`config.mk`:
```
export PLATFORM = sky130hd
export DESIGN_NAME = multi_channel_debouncer
export DESIGN_NICKNAME = d
export VERILOG_FILES = /design/src/rtl/multi_channel_debouncer.sv
export SDC_FILE = /design/constraint.sdc
export NUM_CORES = 1
export LEC_CHECK = 0
export BUFFER_PORTS_ARGS = -buffer_cell sky130_fd_sc_hd__buf_2
export CAP_MARGIN = 40
export CORE_MARGIN = 8
export CORE_UTILIZATION = 30
export CTS_BUF_LIST = sky130_fd_sc_hd__clkbuf_16
export DETAILED_ROUTE_END_ITERATION = 10
export MAX_ROUTING_LAYER = met4
export PLACE_DENSITY = 0.49
export SYNTH_ARGS = -nofsm -noshare
export SYNTH_HDL_FRONTEND = slang
export SYNTH_SLANG_ARGS = --single-unit
```
`constraint.sdc`:
```
create_clock -name i_clk -period 5.6 [get_ports i_clk]
set_input_delay 1.12 -clock i_clk [delete_from_list [all_inputs] [get_ports i_clk]]
set_output_delay 1.12 -clock i_clk [all_outputs]
set_load 0.01 [all_outputs]
```
`src/rtl/multi_channel_debouncer.sv`:
```
// N-channel button conditioner: shared sample-tick prescaler feeding one lane per input
// (2-flop synchroniser, N-sample stability filter, press/release and long-press pulses).

module multi_channel_debouncer_lane #(
    parameter int   STABLE_SAMPLES = 4,
    parameter int   HOLD_TICKS     = 500,
    parameter logic INV            = 1'b0
) (
    input  logic i_clk,
    input  logic i_resetN,
    input  logic i_pin,
    input  logic i_tick,
    output logic o_buttonOut,
    output logic o_pressPulse,
    output logic o_releasePulse,
    output logic o_longPress
);
    localparam int SW = $clog2(STABLE_SAMPLES) + 1;

    logic [1:0]    r_sync;
    logic [SW-1:0] r_stab;
    logic          r_out;
    logic          r_press;
    logic          r_rel;
    logic          w_level;

    // Synchroniser resets to the pin's idle level so the logical level starts at 0.
    assign w_level = r_sync[1] ^ INV;

    always_ff @(posedge i_clk) begin
        if (!i_resetN) begin
            r_sync  <= {2{INV}};
            r_stab  <= '0;
            r_out   <= 1'b0;
            r_press <= 1'b0;
            r_rel   <= 1'b0;
        end else begin
            r_sync  <= {r_sync[0], i_pin};
            r_press <= 1'b0;
            r_rel   <= 1'b0;
            if (i_tick) begin
                if (w_level == r_out) begin
                    r_stab <= '0;
                end else if (r_stab == SW'(STABLE_SAMPLES - 1)) begin
                    r_out   <= ~r_out;
                    r_press <= ~r_out;
                    r_rel   <= r_out;
                    r_stab  <= '0;
                end else begin
                    r_stab <= r_stab + SW'(1);
                end
            end
        end
    end

    assign o_buttonOut    = r_out;
    assign o_pressPulse   = r_press;
    assign o_releasePulse = r_rel;

    generate
        if (HOLD_TICKS > 0) begin : g_long
            localparam int HW = $clog2(HOLD_TICKS + 1);
            logic [HW-1:0] r_hold;
            logic          r_long;

            // Hold saturates at HOLD_TICKS, so the pulse fires once per press.
            always_ff @(posedge i_clk) begin
                if (!i_resetN) begin
                    r_hold <= '0;
                    r_long <= 1'b0;
                end else begin
                    r_long <= 1'b0;
                    if (!r_out) begin
                        r_hold <= '0;
                    end else if (i_tick && (r_hold != HW'(HOLD_TICKS))) begin
                        r_hold <= r_hold + HW'(1);
                        r_long <= (r_hold == HW'(HOLD_TICKS - 1));
                    end
                end
            end
            assign o_longPress = r_long;
        end else begin : g_nolong
            assign o_longPress = 1'b0;
        end
    endgenerate
endmodule

module multi_channel_debouncer #(
    parameter int                  CHANNELS       = 4,
    parameter int                  TICK_DIV       = 50_000,
    parameter int                  STABLE_SAMPLES = 4,
    parameter int                  HOLD_TICKS     = 500,
    parameter logic [CHANNELS-1:0] INVERT         = '0
) (
    input  logic                i_clk,
    input  logic                i_resetN,
    input  logic [CHANNELS-1:0] i_buttonIn,
    output logic [CHANNELS-1:0] o_buttonOut,
    output logic [CHANNELS-1:0] o_pressPulse,
    output logic [CHANNELS-1:0] o_releasePulse,
    output logic [CHANNELS-1:0] o_longPress,
    output logic                o_sampleTick
);
    localparam int CW = $clog2(TICK_DIV);

    logic [CW-1:0] r_cnt;
    logic          w_tick;

    assign w_tick       = (r_cnt == CW'(TICK_DIV - 1));
    assign o_sampleTick = w_tick;

    always_ff @(posedge i_clk) begin
        if (!i_resetN)   r_cnt <= '0;
        else if (w_tick) r_cnt <= '0;
        else             r_cnt <= r_cnt + CW'(1);
    end

    generate
        for (genvar g = 0; g < CHANNELS; g++) begin : g_lane
            multi_channel_debouncer_lane #(
                .STABLE_SAMPLES(STABLE_SAMPLES),
                .HOLD_TICKS    (HOLD_TICKS),
                .INV           (INVERT[g])
            ) u_lane (
                .i_clk         (i_clk),
                .i_resetN      (i_resetN),
                .i_pin         (i_buttonIn[g]),
                .i_tick        (w_tick),
                .o_buttonOut   (o_buttonOut[g]),
                .o_pressPulse  (o_pressPulse[g]),
                .o_releasePulse(o_releasePulse[g]),
                .o_longPress   (o_longPress[g])
            );
        end
    endgenerate
endmodule

```
==> results.rst, run 1 <==
.. list-table::
   :header-rows: 1

   * - Metric
     - Value
   * - Post_cts resized
     - 0
   * - Net load switching power
     - 0.000245 W
   * - Final Routed Wirelength
     - 8370 um
   * - Count of flip-flops with a built-in enable after synthesis
     - 0
   * - Max Slew Vio Count
     - 0
   * - Final-report setup violation count
     - 0
   * - Flop-to-flop setup slack
     - 3190 ps
   * - Cell taking the most area after synthesis
     - dfxtp_1
   * - Worst setup margin
     - 2530 ps
   * - Endpoint, Worst Hold
     - g_lane[0].u_lane.r_sync[1]$_SDFF_PN0_
   * - Worst stage delay on the critical path
     - 390 ps
   * - Setup skew after layout
     - 5.04 ps
   * - Beginning of the worst register-to-register path
     - r_cnt[0]$_SDFF_PP0_
   * - Category of the worst setup path capture point
     - output pin
   * - Total global-route track usage
     - 10.3%
   * - Filler Cells Inserted
     - 1367
   * - Final hold vios
     - 0
   * - Required time at the endpoint of the critical path
     - 4480 ps
   * - I/O pins
     - 23
   * - Critical Path, Cell by Cell
     - ha_1 > and3_1 > nand4_1 > buf_4 > inv_1 > buf_2
   * - Setup bufs post-CTS
     - 0
   * - Detailed-route DRC error count
     - 0
   * - Post-synth top area share
     - 43.8%
   * - Final Core Density
     - 33.6%
   * - Count of clock tree sinks
     - 88
   * - Post-route clock period utilization
     - 54.7%
   * - Pre-CTS setup slack
     - 2880 ps
   * - DRT met1 WL
     - 4260 um
   * - Final sum of negative setup slack
     - 0 ps
   * - Power per cell area
     - 265 mW/mm^2
   * - Internal Pwr Total
     - 0.000929 W
   * - TritonCTS clock tree
     - built
   * - Total CTS buffers
     - 9
   * - Data arrival time of the critical path
     - 1950 ps
   * - Min Clock Period, post-route
     - 3070 ps
   * - Max Cap Violations
     - 0
   * - Power share of the sequential group
     - 54.0%
   * - Final RePlAce weighted congestion
     - 0.778
   * - Primary flip-flop cell chosen by synthesis mapping
     - dfxtp_1
   * - Routed length on met3
     - 244 um
   * - Async S/R FF share, synth
     - 0%
   * - DRC violation total after the first TritonRoute iteration
     - 187
   * - Fraction of final layout cells sized beyond drive strength 1
     - 8.70%
   * - Wire length on met2
     - 3660 um
   * - Tightest Hold Check Type
     - flip-flop to flip-flop
   * - Overall die area
     - 0.0174 sq mm
   * - Portion of total power attributed to the clock network
     - 44.8%
   * - Placed insts
     - 621
   * - Final Total Pwr
     - 0.00117 W
   * - Depth of the worst register-to-register path
     - 8
   * - Buffers added on ports
     - 22
   * - Net count after synthesis
     - 475
   * - Net switching share of the total power
     - 20.9%
   * - Post-synthesis instance total
     - 456
   * - Max stage delay cell, worst path
     - buf_4
   * - Largest net degree at the start of global routing
     - 50
   * - Maximum clock rate
     - 0.326 GHz
   * - Max layer used
     - met4
   * - Leading post-synthesis cells by cell area
     - dfxtp_1 44%, a21oi_1 4.5%, ha_1 4.0%, xnor2_1 3.7%, o31ai_1 3.5%
   * - Clock root buffer
     - clkbuf_16
   * - Depth of the worst hold-timing path
     - 1
   * - Detailed-routing iteration count for the pre-antenna-repair pass
     - 4
   * - Crit Reg-Reg Endpoint
     - g_lane[2].u_lane.o_pressPulse$_SDFF_PP0_
   * - Number of global-route vias before repair
     - 3019
   * - P&R area growth vs syn
     - 9.91%
   * - Area of the placeable core
     - 0.0132 sq mm
   * - Number of levels in the clock H-tree
     - 3
   * - Leading cell type by number of instances after synthesis
     - dfxtp_1
   * - RSZ-0062 raised after global routing
     - no
   * - Hold-fix buffer count after cts
     - 0
   * - Combinational cell fraction of total power
     - 1.2%
   * - X dimension of the die
     - 132 um
   * - Number of antenna violations at the first check in global routing
     - 0
   * - Residual overflow from global routing
     - 0
   * - Crit path launch type
     - flip-flop
   * - Clock latency on the worst-skew pair
     - 340 ps
   * - HPWL Detailed
     - 5640 um
   * - Via count of the routed design
     - 3154
   * - Number of synthesized register bits
     - 88
   * - Routed wire length per instance
     - 13.2 um
   * - Most frequent cells after synthesis
     - 88 x dfxtp_1, 36 x a21oi_1, 33 x nand2_1
   * - Maximum number of buffers from clock root to sink
     - 2
   * - Clock slew at the register clock pins of the worst setup and hold paths
     - 60 ps
   * - Die Y-Extent
     - 132 um
   * - Syn Area/Cell
     - 8.83 sq um
   * - Number of standard-cell rows in the floorplan
     - 42
   * - Slew of the pin with the lowest slew margin
     - 876 ps
   * - Sequential cell area fraction in the yosys report
     - 43.8%
   * - Net count, final
     - 475
   * - Post-synthesis instance area
     - 0.00403 sq mm
   * - IR drop worst, VDD
     - 0.107 mV
   * - Type of the setup path with the least slack
     - flip-flop to output pin
   * - Static leakage
     - 1.44 nW
   * - Synth cell types
     - 33
   * - Final non-filler cell total
     - 636
   * - Wire length of the first global-routing pass
     - 14400 um
   * - Post-route ant nets
     - 0
   * - Slew HR
     - 41.2%
   * - Status
     - complete, no violations
   * - Number of warnings issued by yosys
     - 0
   * - Startpoint of the lowest-slack hold path
     - g_lane[0].u_lane.r_sync[0]$_SDFF_PN0_
   * - Starting density of the core
     - 30.5%
   * - Number of vias per cell
     - 4.96
   * - Highest fanout seen on the critical path
     - 49
   * - Antenna diode count
     - 0
-- how the worst max path moves through the flow --
stage,start,to,slack (ps),depth (start not counted)
6_report,r_cnt[0]$_SDFF_PP0_,o_sampleTick,2530,6
5_1_grt,r_cnt[0]$_SDFF_PP0_,o_sampleTick,2360,6
4_1_cts,r_cnt[0]$_SDFF_PP0_,o_sampleTick,2500,6
3_5_place_dp,r_cnt[0]$_SDFF_PP0_,o_sampleTick,2880,6
3_3_place_gp,r_cnt[0]$_SDFF_PP0_,r_cnt[15]$_SDFF_PP0_,2900,5
2_1_floorplan,r_cnt[0]$_SDFF_PP0_,o_sampleTick,3250,5
-- logic make-up (layout without fill, tap and decap cells) --
family / after synthesis / count (layout) / share of synthesized area (%)
AO/OA/AOI/OAI: 84 / 84 / 12.1
XOR/XNOR: 18 / 18 / 3.92
adder cells (fa/ha/maj): 13 / 13 / 4.04
buffers and inverters: 52 / 56 / 6.84
flip-flops: 88 / 88 / 43.8
multiplexers: 4 / 4 / 0.994
AND/OR/NAND/NOR: 197 / 197 / 28.3
-- layout by cell type (no fill, tap or decap), types with 9 or more instances in the layout --
| cell | n |
|---|---|
| o21ai_0 | 21 |
| buf_2 | 22 |
| nor2_1 | 22 |
| ha_1 | 13 |
| nand2_1 | 33 |
| clkbuf_16 | 9 |
| inv_1 | 17 |
| or4_1 | 19 |
| nand3_1 | 25 |
| or3_1 | 14 |
| o31ai_1 | 19 |
| a21oi_1 | 36 |
| xnor2_1 | 17 |
| dfxtp_1 | 88 |
| nand4_1 | 21 |
| and2_1 | 12 |
| nor3_1 | 10 |
-- power by group through the flow --
| stage | clock network, W | registers (W) | logic [W] |
|---|---|---|---|
| after floorplan | 0 | 0.000647 | 0.0000106 |
| after global placement | 0 | 0.000647 | 0.0000143 |
| after detailed placement | 0 | 0.000647 | 0.0000144 |
| after CTS | 0.000549 | 0.000633 | 0.0000144 |
| after global routing | 0.000573 | 0.000633 | 0.0000161 |
| final | 0.000526 | 0.000633 | 0.0000141 |
-- flip-flops by register name, indices dropped and copies added, names as in the netlist --
name / count
g_lane.u_lane.g_long.r_hold: 36
g_lane.u_lane.o_pressPulse: 4
g_lane.u_lane.o_longPress: 4
g_lane.u_lane.r_sync: 8
g_lane.u_lane.o_releasePulse: 4
r_cnt: 16
g_lane.u_lane.o_buttonOut: 4
g_lane.u_lane.r_stab: 12
-- final cells by class --
type / count / area (sq um) / share of cell area (%)
Clock inverter: 6 / 28.8 / 0.650
Tap cell: 176 / 220 / 4.98
Multi-Input combinational cell: 316 / 1990 / 45.0
Clock buffer: 9 / 225 / 5.09
Inverter: 16 / 60.1 / 1.36
Timing Repair Buffer: 25 / 140 / 3.17
Sequential cell: 88 / 1760 / 39.8
-- per-stage QoR --
stage               hold WS, ps  instance area (sq um)
floorplan                   412                   4030
global placement            414                   4160
detailed placement          424                   4170
CTS                         437                   4430
global route                446                   4430
finish                      434                   4430
-- critical path: cells and delay by family, from the launching register on --
kind | cells | cell delay, ps
flip-flops | 1 | 330
adder cells (fa/ha/maj) | 1 | 240
buffers and inverters | 3 | 670
AND/OR/NAND/NOR | 2 | 350
-- per-layer routing --
layer | up-vias | GRT usage [%]
li1 | 1651 | -
met1 | 1453 | 12.2
met2 | 35 | 15.8
met3 | 15 | 2.25
met4 | 0 | 5.93
met5 | - | -
(Power assumes the default switching activity.)
==> run 2, diff against run 1 <==
--- a/config.mk
+++ b/config.mk
@@ -12,7 +12,7 @@
 export CTS_BUF_LIST = sky130_fd_sc_hd__clkbuf_16
 export DETAILED_ROUTE_END_ITERATION = 10
 export MAX_ROUTING_LAYER = met4
-export PLACE_DENSITY = 0.49
+export PLACE_DENSITY = 0.51
 export SYNTH_ARGS = -nofsm -noshare
 export SYNTH_HDL_FRONTEND = slang
 export SYNTH_SLANG_ARGS = --single-unit
==> constraint.sdc (replaced) <==
create_clock -name i_clk -period 2.7 [get_ports i_clk]
set_input_delay 0.54 -clock i_clk [delete_from_list [all_inputs] [get_ports i_clk]]
set_output_delay 0.54 -clock i_clk [all_outputs]
set_load 0.01 [all_outputs]
==> run 2 against run 1 <==
  * Worst hold slack worse by 28 ps
  * Critical endpoint unchanged
  * Critical path type unchanged
  * Core utilization grew 0.71 points
  * Register-to-register slack worse by 2800 ps
  * Clock skew grew 1.5 ps
  * Count of clock-buffer cells in the layout is the same
  * First-iteration DRC count down 30%
  * Sequential power up 110%
  * Power up 120%
  * Highest routed layer unchanged
==> results.rst, run 2 (synthesis results as in run 1) <==
.. list-table::
   :header-rows: 1

   * - Metric
     - Value
   * - Clock latency on the worst-skew pair
     - 340 ps (about the same)
   * - Placed insts
     - 628 (+1.1%)
   * - Type of the setup path with the least slack
     - flip-flop to output pin
   * - Slew HR
     - 46.4% (+5.3 points)
   * - Largest net degree at the start of global routing
     - 20 (-60%)
   * - RSZ-0062 raised after global routing
     - no
   * - Final sum of negative setup slack
     - 0 ps (unchanged)
   * - Static leakage
     - 1.49 nW (+3.5%)
   * - Number of standard-cell rows in the floorplan
     - 42 (unchanged)
   * - Starting density of the core
     - 30.5% (unchanged)
   * - Setup skew after layout
     - 6.57 ps (+1.53 ps)
   * - Number of levels in the clock H-tree
     - 3 (unchanged)
   * - Pre-CTS setup slack
     - 368 ps (-2510 ps)
   * - Clock root buffer
     - clkbuf_16
   * - Post_cts resized
     - 0 (unchanged)
   * - TritonCTS clock tree
     - built
   * - Total CTS buffers
     - 9 (unchanged)
   * - Final Total Pwr
     - 0.00263 W (+120%)
   * - Wire length of the first global-routing pass
     - 14600 um (+1.2%)
   * - Number of global-route vias before repair
     - 3081 (+2.1%)
   * - Residual overflow from global routing
     - 0 (unchanged)
   * - Post-route ant nets
     - 0 (unchanged)
   * - Highest fanout seen on the critical path
     - 11 (-78%)
   * - Tightest Hold Check Type
     - input pin to flip-flop
   * - Detailed-route DRC error count
     - 0 (unchanged)
   * - Number of antenna violations at the first check in global routing
     - 0 (unchanged)
   * - I/O pins
     - 23 (unchanged)
   * - HPWL Detailed
     - 5930 um (+5.1%)
   * - Buffers added on ports
     - 22 (unchanged)
   * - Max Cap Violations
     - 0 (unchanged)
   * - X dimension of the die
     - 132 um (unchanged)
   * - Status
     - complete, no violations
   * - Min Clock Period, post-route
     - 2520 ps
   * - Wire length on met2
     - 3680 um (+0.52%)
   * - Setup bufs post-CTS
     - 0 (unchanged)
   * - Maximum number of buffers from clock root to sink
     - 2 (unchanged)
   * - Number of vias per cell
     - 5.03 (+1.4%)
   * - IR drop worst, VDD
     - 0.228 mV (+110%)
   * - DRC violation total after the first TritonRoute iteration
     - 131 (-30%)
   * - Hold-fix buffer count after cts
     - 0 (unchanged)
   * - Net count, final
     - 482 (+1.5%)
   * - Routed wire length per instance
     - 13.1 um (-0.49%)
   * - Overall die area
     - 0.0174 sq mm (unchanged)
   * - Maximum clock rate
     - 0.397 GHz
   * - Area of the placeable core
     - 0.0132 sq mm (unchanged)
   * - Post-route clock period utilization
     - 93.3%
   * - Die Y-Extent
     - 132 um (unchanged)
   * - Category of the worst setup path capture point
     - output pin
   * - Worst setup margin
     - 180 ps (-2350 ps)
   * - Final Routed Wirelength
     - 8420 um (+0.61%)
   * - Slew of the pin with the lowest slew margin
     - 797 ps (-78.6 ps)
   * - Final-report setup violation count
     - 0 (unchanged)
   * - Routed length on met3
     - 315 um (+29%)
   * - Count of clock tree sinks
     - 88 (unchanged)
   * - Most frequent standard cell in the layout excluding fill and tap cells
     - dfxtp_1
   * - DRT met1 WL
     - 4180 um (-1.8%)
   * - Flip-flop count of the largest register, all copies and words added
     - 36 (unchanged)
   * - Clock slew at the register clock pins of the worst setup and hold paths
     - 60 ps (about the same)
   * - P&R area growth vs syn
     - 12.2%
   * - Data arrival time of the critical path
     - 1980 ps (+30 ps)
   * - Final RePlAce weighted congestion
     - 0.773 (-0.64%)
   * - Max layer used
     - met4
   * - Final non-filler cell total
     - 643 (+1.1%)
   * - Registers with the highest flip-flop counts
     - g_lane.u_lane.g_long.r_hold x36, r_cnt x16, g_lane.u_lane.r_stab x12
   * - Required time at the endpoint of the critical path
     - 2160 ps (-2320 ps)
   * - Detailed-routing iteration count for the pre-antenna-repair pass
     - 4 (unchanged)
   * - Via count of the routed design
     - 3234 (+2.5%)
   * - Register with the most flip-flops
     - g_lane.u_lane.g_long.r_hold
   * - Power per cell area
     - 583 mW/mm^2 (+120%)
   * - Antenna diode count
     - 0 (unchanged)
   * - Fraction of final layout cells sized beyond drive strength 1
     - 9.85% (+1.2 points)
   * - Max Slew Vio Count
     - 0 (unchanged)
   * - Highest-count cells in the layout ignoring fill and taps
     - 88 x dfxtp_1, 36 x a21oi_1, 33 x nand2_1, 25 x nand3_1
   * - Crit path launch type
     - flip-flop
   * - Final hold vios
     - 0 (unchanged)
   * - Total global-route track usage
     - 10.4% (+0.10 points)
==> run 2: cell types whose count changed in the layout (fill, tap and decap cells not counted), sizes merged <==
cell / change
buf: +7
inv: +1
bufinv: +2
clkinv: -3
==> run 2: power breakdown <==
group	internal (W)	switching [W]
clock network	0.000795	0.000492
logic	0.0000145	0.0000176
registers	0.00131	0.00000659
==> run 2: stage by stage <==
stage | instance area, sq um | utilization, % | hold WS (ps)
global route | 4520 | 34.3 | 412
floorplan | 4030 | - | 412
finish | 4520 | 34.3 | 407
CTS | 4520 | 34.3 | 394
global placement | 4220 | 32.0 | 416
detailed placement | 4220 | 32.0 | 418
==> run 2: cell type report <==
cell class / count / area [sq um]
Clock inverter: 6 / 77.6
Sequential cell: 88 / 1760
Clock buffer: 9 / 225
Fill cell: 1360 / 8670
Inverter: 16 / 60.1
Tap cell: 176 / 220
Timing Repair Buffer: 32 / 185
Multi-Input combinational cell: 316 / 1990
==> run 2: final timing paths <==
kind                                         startpoint                                        endpoint  slack, ps  cells after the start
setup / recovery                    r_cnt[0]$_SDFF_PP0_                                    o_sampleTick        180                      5
hold / removal                            i_buttonIn[0]           g_lane[0].u_lane.r_sync[0]$_SDFF_PN0_        410                      2
hold reg to reg   g_lane[0].u_lane.r_sync[0]$_SDFF_PN0_           g_lane[0].u_lane.r_sync[1]$_SDFF_PN0_        430                      1
setup reg to reg                    r_cnt[0]$_SDFF_PP0_  g_lane[3].u_lane.g_long.r_hold[4]$_SDFFE_PN0P_        350                      6
==> run 2: worst max-delay path: stages (launching register included) <==
cell and delay [ps]:
dfxtp_1 380, ha_1 210, and3_1 240, nand4_1 410, inv_1 220, buf_2 180
==> run 2: routing by layer <==
layer,vias up,track usage [%]
met2,40,15.4
met4,0,6.32
met3,15,2.48
li1,1656,-
met1,1523,12.5
met5,-,-
